`src/rtl/axi_rd_arbiter_if.sv`:
```
// AXI4 read-only bus (AR + R channels) shared by the IFU, LSU and memory sides of the arbiter.
// master drives AR and RREADY; slave drives ARREADY and the R channel.
interface axi_rd_arbiter_if #(
    parameter int unsigned ADDR_W = 32,
    parameter int unsigned DATA_W = 64,
    parameter int unsigned ID_W   = 4
) ();
    logic [ID_W-1:0]   arid;
    logic [ADDR_W-1:0] araddr;
    logic [7:0]        arlen;
    logic [2:0]        arsize;
    logic [1:0]        arburst;
    logic              arvalid;
    logic              arready;
    logic [ID_W-1:0]   rid;
    logic [DATA_W-1:0] rdata;
    logic [1:0]        rresp;
    logic              rlast;
    logic              rvalid;
    logic              rready;

    modport master (
        output arid, araddr, arlen, arsize, arburst, arvalid, rready,
        input  arready, rid, rdata, rresp, rlast, rvalid
    );

    modport slave (
        input  arid, araddr, arlen, arsize, arburst, arvalid, rready,
        output arready, rid, rdata, rresp, rlast, rvalid
    );
endinterface

```
`src/rtl/axi_rd_arbiter.sv`:
```
// Round-robin arbiter sharing one AXI4 read port between IFU and LSU, one burst in flight.
// The memory-side ARID carries the owner index; the owner's original ARID is restored on R.
module axi_rd_arbiter #(
    parameter int unsigned ADDR_W = 32,
    parameter int unsigned DATA_W = 64,
    parameter int unsigned ID_W   = 4
) (
    input  logic              clk_i,
    input  logic              rst_ni,
    axi_rd_arbiter_if.slave   ifu_if,
    axi_rd_arbiter_if.slave   lsu_if,
    axi_rd_arbiter_if.master  mem_if,
    output logic              arb_busy_o,
    output logic              arb_err_o
);

    typedef enum logic [1:0] {StIdle, StAr, StR} state_e;

    state_e          state_q, state_d;
    logic            owner_q, owner_d;
    logic            last_q, last_d;
    logic            err_q, err_d;
    logic [7:0]      len_q, len_d;
    logic [7:0]      cnt_q, cnt_d;
    logic [ID_W-1:0] orig_id_q, orig_id_d;

    // Owner-selected view of the requesting master
    logic              own_arvalid;
    logic [ID_W-1:0]   own_arid;
    logic [ADDR_W-1:0] own_araddr;
    logic [7:0]        own_arlen;
    logic [2:0]        own_arsize;
    logic [1:0]        own_arburst;
    logic              own_rready;

    always_comb begin
        if (owner_q) begin
            own_arvalid = lsu_if.arvalid;
            own_arid    = lsu_if.arid;
            own_araddr  = lsu_if.araddr;
            own_arlen   = lsu_if.arlen;
            own_arsize  = lsu_if.arsize;
            own_arburst = lsu_if.arburst;
            own_rready  = lsu_if.rready;
        end else begin
            own_arvalid = ifu_if.arvalid;
            own_arid    = ifu_if.arid;
            own_araddr  = ifu_if.araddr;
            own_arlen   = ifu_if.arlen;
            own_arsize  = ifu_if.arsize;
            own_arburst = ifu_if.arburst;
            own_rready  = ifu_if.rready;
        end
    end

    always_ff @(posedge clk_i or negedge rst_ni) begin
        if (!rst_ni) begin
            state_q   <= StIdle;
            owner_q   <= 1'b0;
            last_q    <= 1'b0;
            err_q     <= 1'b0;
            len_q     <= '0;
            cnt_q     <= '0;
            orig_id_q <= '0;
        end else begin
            state_q   <= state_d;
            owner_q   <= owner_d;
            last_q    <= last_d;
            err_q     <= err_d;
            len_q     <= len_d;
            cnt_q     <= cnt_d;
            orig_id_q <= orig_id_d;
        end
    end

    always_comb begin
        state_d   = state_q;
        owner_d   = owner_q;
        last_d    = last_q;
        err_d     = err_q;
        len_d     = len_q;
        cnt_d     = cnt_q;
        orig_id_d = orig_id_q;
        case (state_q)
            StIdle: begin
                // On a tie the master that did not win last time is granted
                if (ifu_if.arvalid && lsu_if.arvalid) begin
                    owner_d = ~last_q;
                    last_d  = ~last_q;
                    state_d = StAr;
                end else if (ifu_if.arvalid) begin
                    owner_d = 1'b0;
                    last_d  = 1'b0;
                    state_d = StAr;
                end else if (lsu_if.arvalid) begin
                    owner_d = 1'b1;
                    last_d  = 1'b1;
                    state_d = StAr;
                end
                if (mem_if.rvalid) err_d = 1'b1;
            end
            StAr: begin
                if (own_arvalid && mem_if.arready) begin
                    len_d     = own_arlen;
                    orig_id_d = own_arid;
                    cnt_d     = '0;
                    state_d   = StR;
                end
                if (mem_if.rvalid) err_d = 1'b1;
            end
            StR: begin
                if (mem_if.rvalid && own_rready) begin
                    cnt_d = cnt_q + 8'd1;
                    if (mem_if.rlast != (cnt_q == len_q)) err_d = 1'b1;
                    if (mem_if.rid[0] != owner_q) err_d = 1'b1;
                    if (mem_if.rlast) state_d = StIdle;
                end
            end
            default: state_d = StIdle;
        endcase
    end

    always_comb begin
        mem_if.arid    = {{(ID_W-1){1'b0}}, owner_q};
        mem_if.araddr  = own_araddr;
        mem_if.arlen   = own_arlen;
        mem_if.arsize  = own_arsize;
        mem_if.arburst = own_arburst;
        mem_if.arvalid = 1'b0;
        mem_if.rready  = 1'b0;

        ifu_if.arready = 1'b0;
        ifu_if.rid     = orig_id_q;
        ifu_if.rdata   = mem_if.rdata;
        ifu_if.rresp   = mem_if.rresp;
        ifu_if.rlast   = mem_if.rlast;
        ifu_if.rvalid  = 1'b0;

        lsu_if.arready = 1'b0;
        lsu_if.rid     = orig_id_q;
        lsu_if.rdata   = mem_if.rdata;
        lsu_if.rresp   = mem_if.rresp;
        lsu_if.rlast   = mem_if.rlast;
        lsu_if.rvalid  = 1'b0;

        case (state_q)
            StAr: begin
                mem_if.arvalid = own_arvalid;
                if (owner_q) lsu_if.arready = mem_if.arready;
                else         ifu_if.arready = mem_if.arready;
            end
            StR: begin
                mem_if.rready = own_rready;
                if (owner_q) lsu_if.rvalid = mem_if.rvalid;
                else         ifu_if.rvalid = mem_if.rvalid;
            end
            default: ;
        endcase
    end

    assign arb_busy_o = (state_q != StIdle);
    assign arb_err_o  = err_q;

endmodule

```
`src/flat_wrapper.sv`:
```
// flat-port wrapper written by rule: the top's interface ports become plain ports
module axi_rd_arbiter_flat 
#(
    parameter int unsigned ADDR_W = 32,
    parameter int unsigned DATA_W = 64,
    parameter int unsigned ID_W   = 4
)
  (clk_i, rst_ni, arb_busy_o, arb_err_o, ifu_if_arid, ifu_if_araddr, ifu_if_arlen, ifu_if_arsize, ifu_if_arburst, ifu_if_arvalid, ifu_if_rready, ifu_if_arready, ifu_if_rid, ifu_if_rdata, ifu_if_rresp, ifu_if_rlast, ifu_if_rvalid, lsu_if_arid, lsu_if_araddr, lsu_if_arlen, lsu_if_arsize, lsu_if_arburst, lsu_if_arvalid, lsu_if_rready, lsu_if_arready, lsu_if_rid, lsu_if_rdata, lsu_if_rresp, lsu_if_rlast, lsu_if_rvalid, mem_if_arid, mem_if_araddr, mem_if_arlen, mem_if_arsize, mem_if_arburst, mem_if_arvalid, mem_if_rready, mem_if_arready, mem_if_rid, mem_if_rdata, mem_if_rresp, mem_if_rlast, mem_if_rvalid);
  axi_rd_arbiter_if #(.ADDR_W(ADDR_W), .DATA_W(DATA_W), .ID_W(ID_W)) ifu_if_i ();
  axi_rd_arbiter_if #(.ADDR_W(ADDR_W), .DATA_W(DATA_W), .ID_W(ID_W)) lsu_if_i ();
  axi_rd_arbiter_if #(.ADDR_W(ADDR_W), .DATA_W(DATA_W), .ID_W(ID_W)) mem_if_i ();
  input  logic clk_i;
  input  logic rst_ni;
  output logic arb_busy_o;
  output logic arb_err_o;
  input wire logic [$bits(ifu_if_i.arid)-1:0] ifu_if_arid;
  input wire logic [$bits(ifu_if_i.araddr)-1:0] ifu_if_araddr;
  input wire logic [$bits(ifu_if_i.arlen)-1:0] ifu_if_arlen;
  input wire logic [$bits(ifu_if_i.arsize)-1:0] ifu_if_arsize;
  input wire logic [$bits(ifu_if_i.arburst)-1:0] ifu_if_arburst;
  input wire logic [$bits(ifu_if_i.arvalid)-1:0] ifu_if_arvalid;
  input wire logic [$bits(ifu_if_i.rready)-1:0] ifu_if_rready;
  output wire logic [$bits(ifu_if_i.arready)-1:0] ifu_if_arready;
  output wire logic [$bits(ifu_if_i.rid)-1:0] ifu_if_rid;
  output wire logic [$bits(ifu_if_i.rdata)-1:0] ifu_if_rdata;
  output wire logic [$bits(ifu_if_i.rresp)-1:0] ifu_if_rresp;
  output wire logic [$bits(ifu_if_i.rlast)-1:0] ifu_if_rlast;
  output wire logic [$bits(ifu_if_i.rvalid)-1:0] ifu_if_rvalid;
  input wire logic [$bits(lsu_if_i.arid)-1:0] lsu_if_arid;
  input wire logic [$bits(lsu_if_i.araddr)-1:0] lsu_if_araddr;
  input wire logic [$bits(lsu_if_i.arlen)-1:0] lsu_if_arlen;
  input wire logic [$bits(lsu_if_i.arsize)-1:0] lsu_if_arsize;
  input wire logic [$bits(lsu_if_i.arburst)-1:0] lsu_if_arburst;
  input wire logic [$bits(lsu_if_i.arvalid)-1:0] lsu_if_arvalid;
  input wire logic [$bits(lsu_if_i.rready)-1:0] lsu_if_rready;
  output wire logic [$bits(lsu_if_i.arready)-1:0] lsu_if_arready;
  output wire logic [$bits(lsu_if_i.rid)-1:0] lsu_if_rid;
  output wire logic [$bits(lsu_if_i.rdata)-1:0] lsu_if_rdata;
  output wire logic [$bits(lsu_if_i.rresp)-1:0] lsu_if_rresp;
  output wire logic [$bits(lsu_if_i.rlast)-1:0] lsu_if_rlast;
  output wire logic [$bits(lsu_if_i.rvalid)-1:0] lsu_if_rvalid;
  output wire logic [$bits(mem_if_i.arid)-1:0] mem_if_arid;
  output wire logic [$bits(mem_if_i.araddr)-1:0] mem_if_araddr;
  output wire logic [$bits(mem_if_i.arlen)-1:0] mem_if_arlen;
  output wire logic [$bits(mem_if_i.arsize)-1:0] mem_if_arsize;
  output wire logic [$bits(mem_if_i.arburst)-1:0] mem_if_arburst;
  output wire logic [$bits(mem_if_i.arvalid)-1:0] mem_if_arvalid;
  output wire logic [$bits(mem_if_i.rready)-1:0] mem_if_rready;
  input wire logic [$bits(mem_if_i.arready)-1:0] mem_if_arready;
  input wire logic [$bits(mem_if_i.rid)-1:0] mem_if_rid;
  input wire logic [$bits(mem_if_i.rdata)-1:0] mem_if_rdata;
  input wire logic [$bits(mem_if_i.rresp)-1:0] mem_if_rresp;
  input wire logic [$bits(mem_if_i.rlast)-1:0] mem_if_rlast;
  input wire logic [$bits(mem_if_i.rvalid)-1:0] mem_if_rvalid;
  assign ifu_if_i.arid = ifu_if_arid;
  assign ifu_if_i.araddr = ifu_if_araddr;
  assign ifu_if_i.arlen = ifu_if_arlen;
  assign ifu_if_i.arsize = ifu_if_arsize;
  assign ifu_if_i.arburst = ifu_if_arburst;
  assign ifu_if_i.arvalid = ifu_if_arvalid;
  assign ifu_if_i.rready = ifu_if_rready;
  assign ifu_if_arready = ifu_if_i.arready;
  assign ifu_if_rid = ifu_if_i.rid;
  assign ifu_if_rdata = ifu_if_i.rdata;
  assign ifu_if_rresp = ifu_if_i.rresp;
  assign ifu_if_rlast = ifu_if_i.rlast;
  assign ifu_if_rvalid = ifu_if_i.rvalid;
  assign lsu_if_i.arid = lsu_if_arid;
  assign lsu_if_i.araddr = lsu_if_araddr;
  assign lsu_if_i.arlen = lsu_if_arlen;
  assign lsu_if_i.arsize = lsu_if_arsize;
  assign lsu_if_i.arburst = lsu_if_arburst;
  assign lsu_if_i.arvalid = lsu_if_arvalid;
  assign lsu_if_i.rready = lsu_if_rready;
  assign lsu_if_arready = lsu_if_i.arready;
  assign lsu_if_rid = lsu_if_i.rid;
  assign lsu_if_rdata = lsu_if_i.rdata;
  assign lsu_if_rresp = lsu_if_i.rresp;
  assign lsu_if_rlast = lsu_if_i.rlast;
  assign lsu_if_rvalid = lsu_if_i.rvalid;
  assign mem_if_arid = mem_if_i.arid;
  assign mem_if_araddr = mem_if_i.araddr;
  assign mem_if_arlen = mem_if_i.arlen;
  assign mem_if_arsize = mem_if_i.arsize;
  assign mem_if_arburst = mem_if_i.arburst;
  assign mem_if_arvalid = mem_if_i.arvalid;
  assign mem_if_rready = mem_if_i.rready;
  assign mem_if_i.arready = mem_if_arready;
  assign mem_if_i.rid = mem_if_rid;
  assign mem_if_i.rdata = mem_if_rdata;
  assign mem_if_i.rresp = mem_if_rresp;
  assign mem_if_i.rlast = mem_if_rlast;
  assign mem_if_i.rvalid = mem_if_rvalid;
  axi_rd_arbiter #(.ADDR_W(ADDR_W), .DATA_W(DATA_W), .ID_W(ID_W)) u_core (.clk_i(clk_i), .rst_ni(rst_ni), .ifu_if(ifu_if_i), .lsu_if(lsu_if_i), .mem_if(mem_if_i), .arb_busy_o(arb_busy_o), .arb_err_o(arb_err_o));
endmodule
```
`config.mk`:
```
export PLATFORM = sky130hd
export DESIGN_NAME = axi_rd_arbiter_flat
export DESIGN_NICKNAME = d
export VERILOG_FILES = /design/src/rtl/axi_rd_arbiter_if.sv /design/src/rtl/axi_rd_arbiter.sv /design/src/flat_wrapper.sv
export SDC_FILE = /design/constraint.sdc
export NUM_CORES = 1
export LEC_CHECK = 0
export BUFFER_PORTS_ARGS = -buffer_cell sky130_fd_sc_hd__buf_2
export CAP_MARGIN = 20
export CORE_AREA = 2 2 147 149
export DETAILED_ROUTE_END_ITERATION = 16
export DIE_AREA = 0 0 149 151
export GPL_ROUTABILITY_DRIVEN = 0
export SLEW_MARGIN = 5
export SYNTH_ARGS = -nofsm -noshare
export SYNTH_HDL_FRONTEND = slang
export SYNTH_SLANG_ARGS = --single-unit
```
`constraint.sdc`:
```
create_clock -name clk_i -period 3.65 [get_ports clk_i]
set_input_delay 0.5475 -clock clk_i [delete_from_list [all_inputs] [get_ports clk_i]]
set_output_delay 0.5475 -clock clk_i [all_outputs]
set_load 0.05 [all_outputs]
```
==> metrics.txt <==
Final Hold Fails 0; final worst slack 1.27 ns; initial antenna violation count 1; syn avg cell area 9.10 sq um; Cell variety after synth 30; total global routing overflow 0; worst rel slew slack 46.5%; Final Cycle Share 65.3%; global-route wire length before repair 11800 microns; CTS root buf clkbuf_16; gr usage total 7.25%; Fillers 2383; Worst Setup Start Kind register; CORE AREA 0.0208 sq mm; post-CTS sizing 0; EDFF count, synth 0; FF-to-FF path depth 5; area of the multi-input gates 0.00111 sq mm; Pleak 1.43 nW; DRC 0; clock sinks 24; WP data arrival 1.84 ns; DIE WIDTH 149 microns; worst slack, placed 1.29 ns; ys flop type dfrtp_1; pwr/cell area 835 mW/mm^2; largest net degree at the start of global routing 51; first-pass detailed-route iteration total 3; worst setup path class register to output port; WP data required 3.10 ns; Hold WS 0.273 ns; Synthesis Warnings 0; hold_buf cts 0; post-route ant nets 0; Die ar. 0.0225 sq mm; drt first-iter violations 34; reg2reg setup slack 1.38 ns; post-route setup TNS 0 ns; fraction of layout cells with a size suffix above 1 69.0%; RSZ-0062 raised after global routing no; Max-Cap Viols 0; Die Y 151 microns; drt wl/cell 14.3 microns; Syn-to-layout area delta 8.94%; Clock Latency Late Sink 0.26 ns; Ports 376; vias in the first global route 1902; Post-synth ARST share 100%; FMAX 419 MHz; Min-Delay Path Class primary input to asynchronous set/reset pin; Slew Limit Fails 0; RR Startpoint u_core.owner_q; IO buf count 171; via-per-instance ratio 3.27; outcome complete, no violations; NumNets Final 518; crit path max fanout 50; CTS clock-pin slew for the worst setup and hold paths 0.07 ns; kind of end point of the critical path output port; VDD IR-drop max 256 uV; Antenna diodes 0; Routed Wire Length 8750 microns; Worst Skew 0.00281 ns; total power 2.56 mW; Worst-Margin Slew 0.802 ns; H-Tree Level Count 1; number of setup buffers added after CTS 0; via count 2009; initial core utilization 13.5%; Synth Cell Area 0.00281 sq mm; Mapped Cells 309; reg2reg end u_core.cnt_q[0]; floorplan row count 53; CTS tree yes; TritonCTS Buffers 3; Final Setup Violations 0; Yosys reg bits 24; clock period minus worst slack 2.38 ns; DP Wirelength 7600 microns; Seq/Total Area, Yosys 21.4%; Reg area 602 sq um; Max clock buf depth 2
-- cell usage in the layout (no fill, tap or decap), types with 3 or more instances in the layout --
cell type	count
conb_1	3
a21oi_1	8
xnor2_1	12
nand2_1	4
o21ai_0	5
nand4_1	4
nor2_1	17
mux2i_1	6
mux2_2	54
dfrtp_1	23
clkbuf_16	3
buf_2	171
-- synthesized netlist by cell type (3+ instances only) --
| master | instances | share of area (%) |
|---|---|---|
| xnor2_1 | 12 | 3.7 |
| nand4_1 | 4 | 0.89 |
| nor2_1 | 18 | 2.4 |
| mux2_2 | 54 | 22 |
| mux2i_1 | 6 | 2.1 |
| buf_2 | 3 | 0.53 |
| dfrtp_1 | 24 | 21 |
| a21oi_1 | 8 | 1.4 |
| buf_4 | 142 | 38 |
| clkbuf_1 | 4 | 0.53 |
| o21ai_0 | 5 | 0.89 |
| nand2_1 | 4 | 0.53 |
-- power by group --
group	switching, mW	internal (mW)	leakage (nW)
Combinational	1.22	0.552	1.08
Clock	0.0994	0.218	0.0511
Sequential	0.107	0.358	0.293
Total	1.43	1.13	1.43
-- sequential cells by signal, indices dropped and copies added (netlist names) --
name / count
u_core.cnt_q: 8
u_core.len_q: 8
u_core.ifu_if.rid: 4
u_core.state_q: 2
u_core.arb_err_o: 1
u_core.owner_q: 1
-- cell families (layout without fill, tap and decap cells) --
logic type | count (synthesis) | after routing | share of synthesized area, %
AO/OA/AOI/OAI | 18 | 18 | 3.65
XOR/XNOR | 13 | 13 | 4.05
adder cells (fa/ha/maj) | 1 | 1 | 0.445
buffers and inverters | 152 | 180 | 39.4
flip-flops | 24 | 24 | 21.4
multiplexers | 60 | 60 | 23.8
other | 1 | 3 | 0.133
AND/OR/NAND/NOR | 40 | 40 | 7.25
-- per-stage QoR --
stage                     util [%]  std cells  instance area (sq um)
final                         14.7        614                   3060
after global routing          14.7        614                   3060
after CTS                     14.7        614                   3060
after detailed placement      14.2        610                   2960
after global placement        14.2        610                   2960
after floorplan                  -        311                   2820
-- final cells by class --
class | count | share of cell area (%)
multi-input combinational | 135 | 36.4
clock buffer | 3 | 2.45
clock inverter | 1 | 0.980
timing repair buffer | 174 | 29.1
tap | 275 | 11.2
inverter | 2 | 0.245
sequential | 24 | 19.6
-- worst max-delay path: stages (launching register included) --
cell and delay [ns]:
dfrtp_2 0.57, buf_12 0.28, mux2i_1 0.19, nor3b_1 0.22, buf_2 0.31
-- how the worst max path moves through the flow --
stage	startpoint	endpoint	slack, ns
6_report	u_core.owner_q	mem_if_arvalid	1.27
5_1_grt	u_core.owner_q	mem_if_arvalid	1.08
4_1_cts	u_core.owner_q	mem_if_arvalid	1.16
3_5_place_dp	u_core.owner_q	u_core.cnt_q[0]	1.29
3_3_place_gp	u_core.owner_q	u_core.cnt_q[0]	1.30
2_1_floorplan	u_core.owner_q	lsu_if_arready	1.23
-- metal layers --
layer,routed length [microns],track usage [%]
met1,2770,6.67
met2,4370,13.2
met3,1080,2.47
met4,530,5.52
met5,0,0
(Power assumes the default switching activity.)
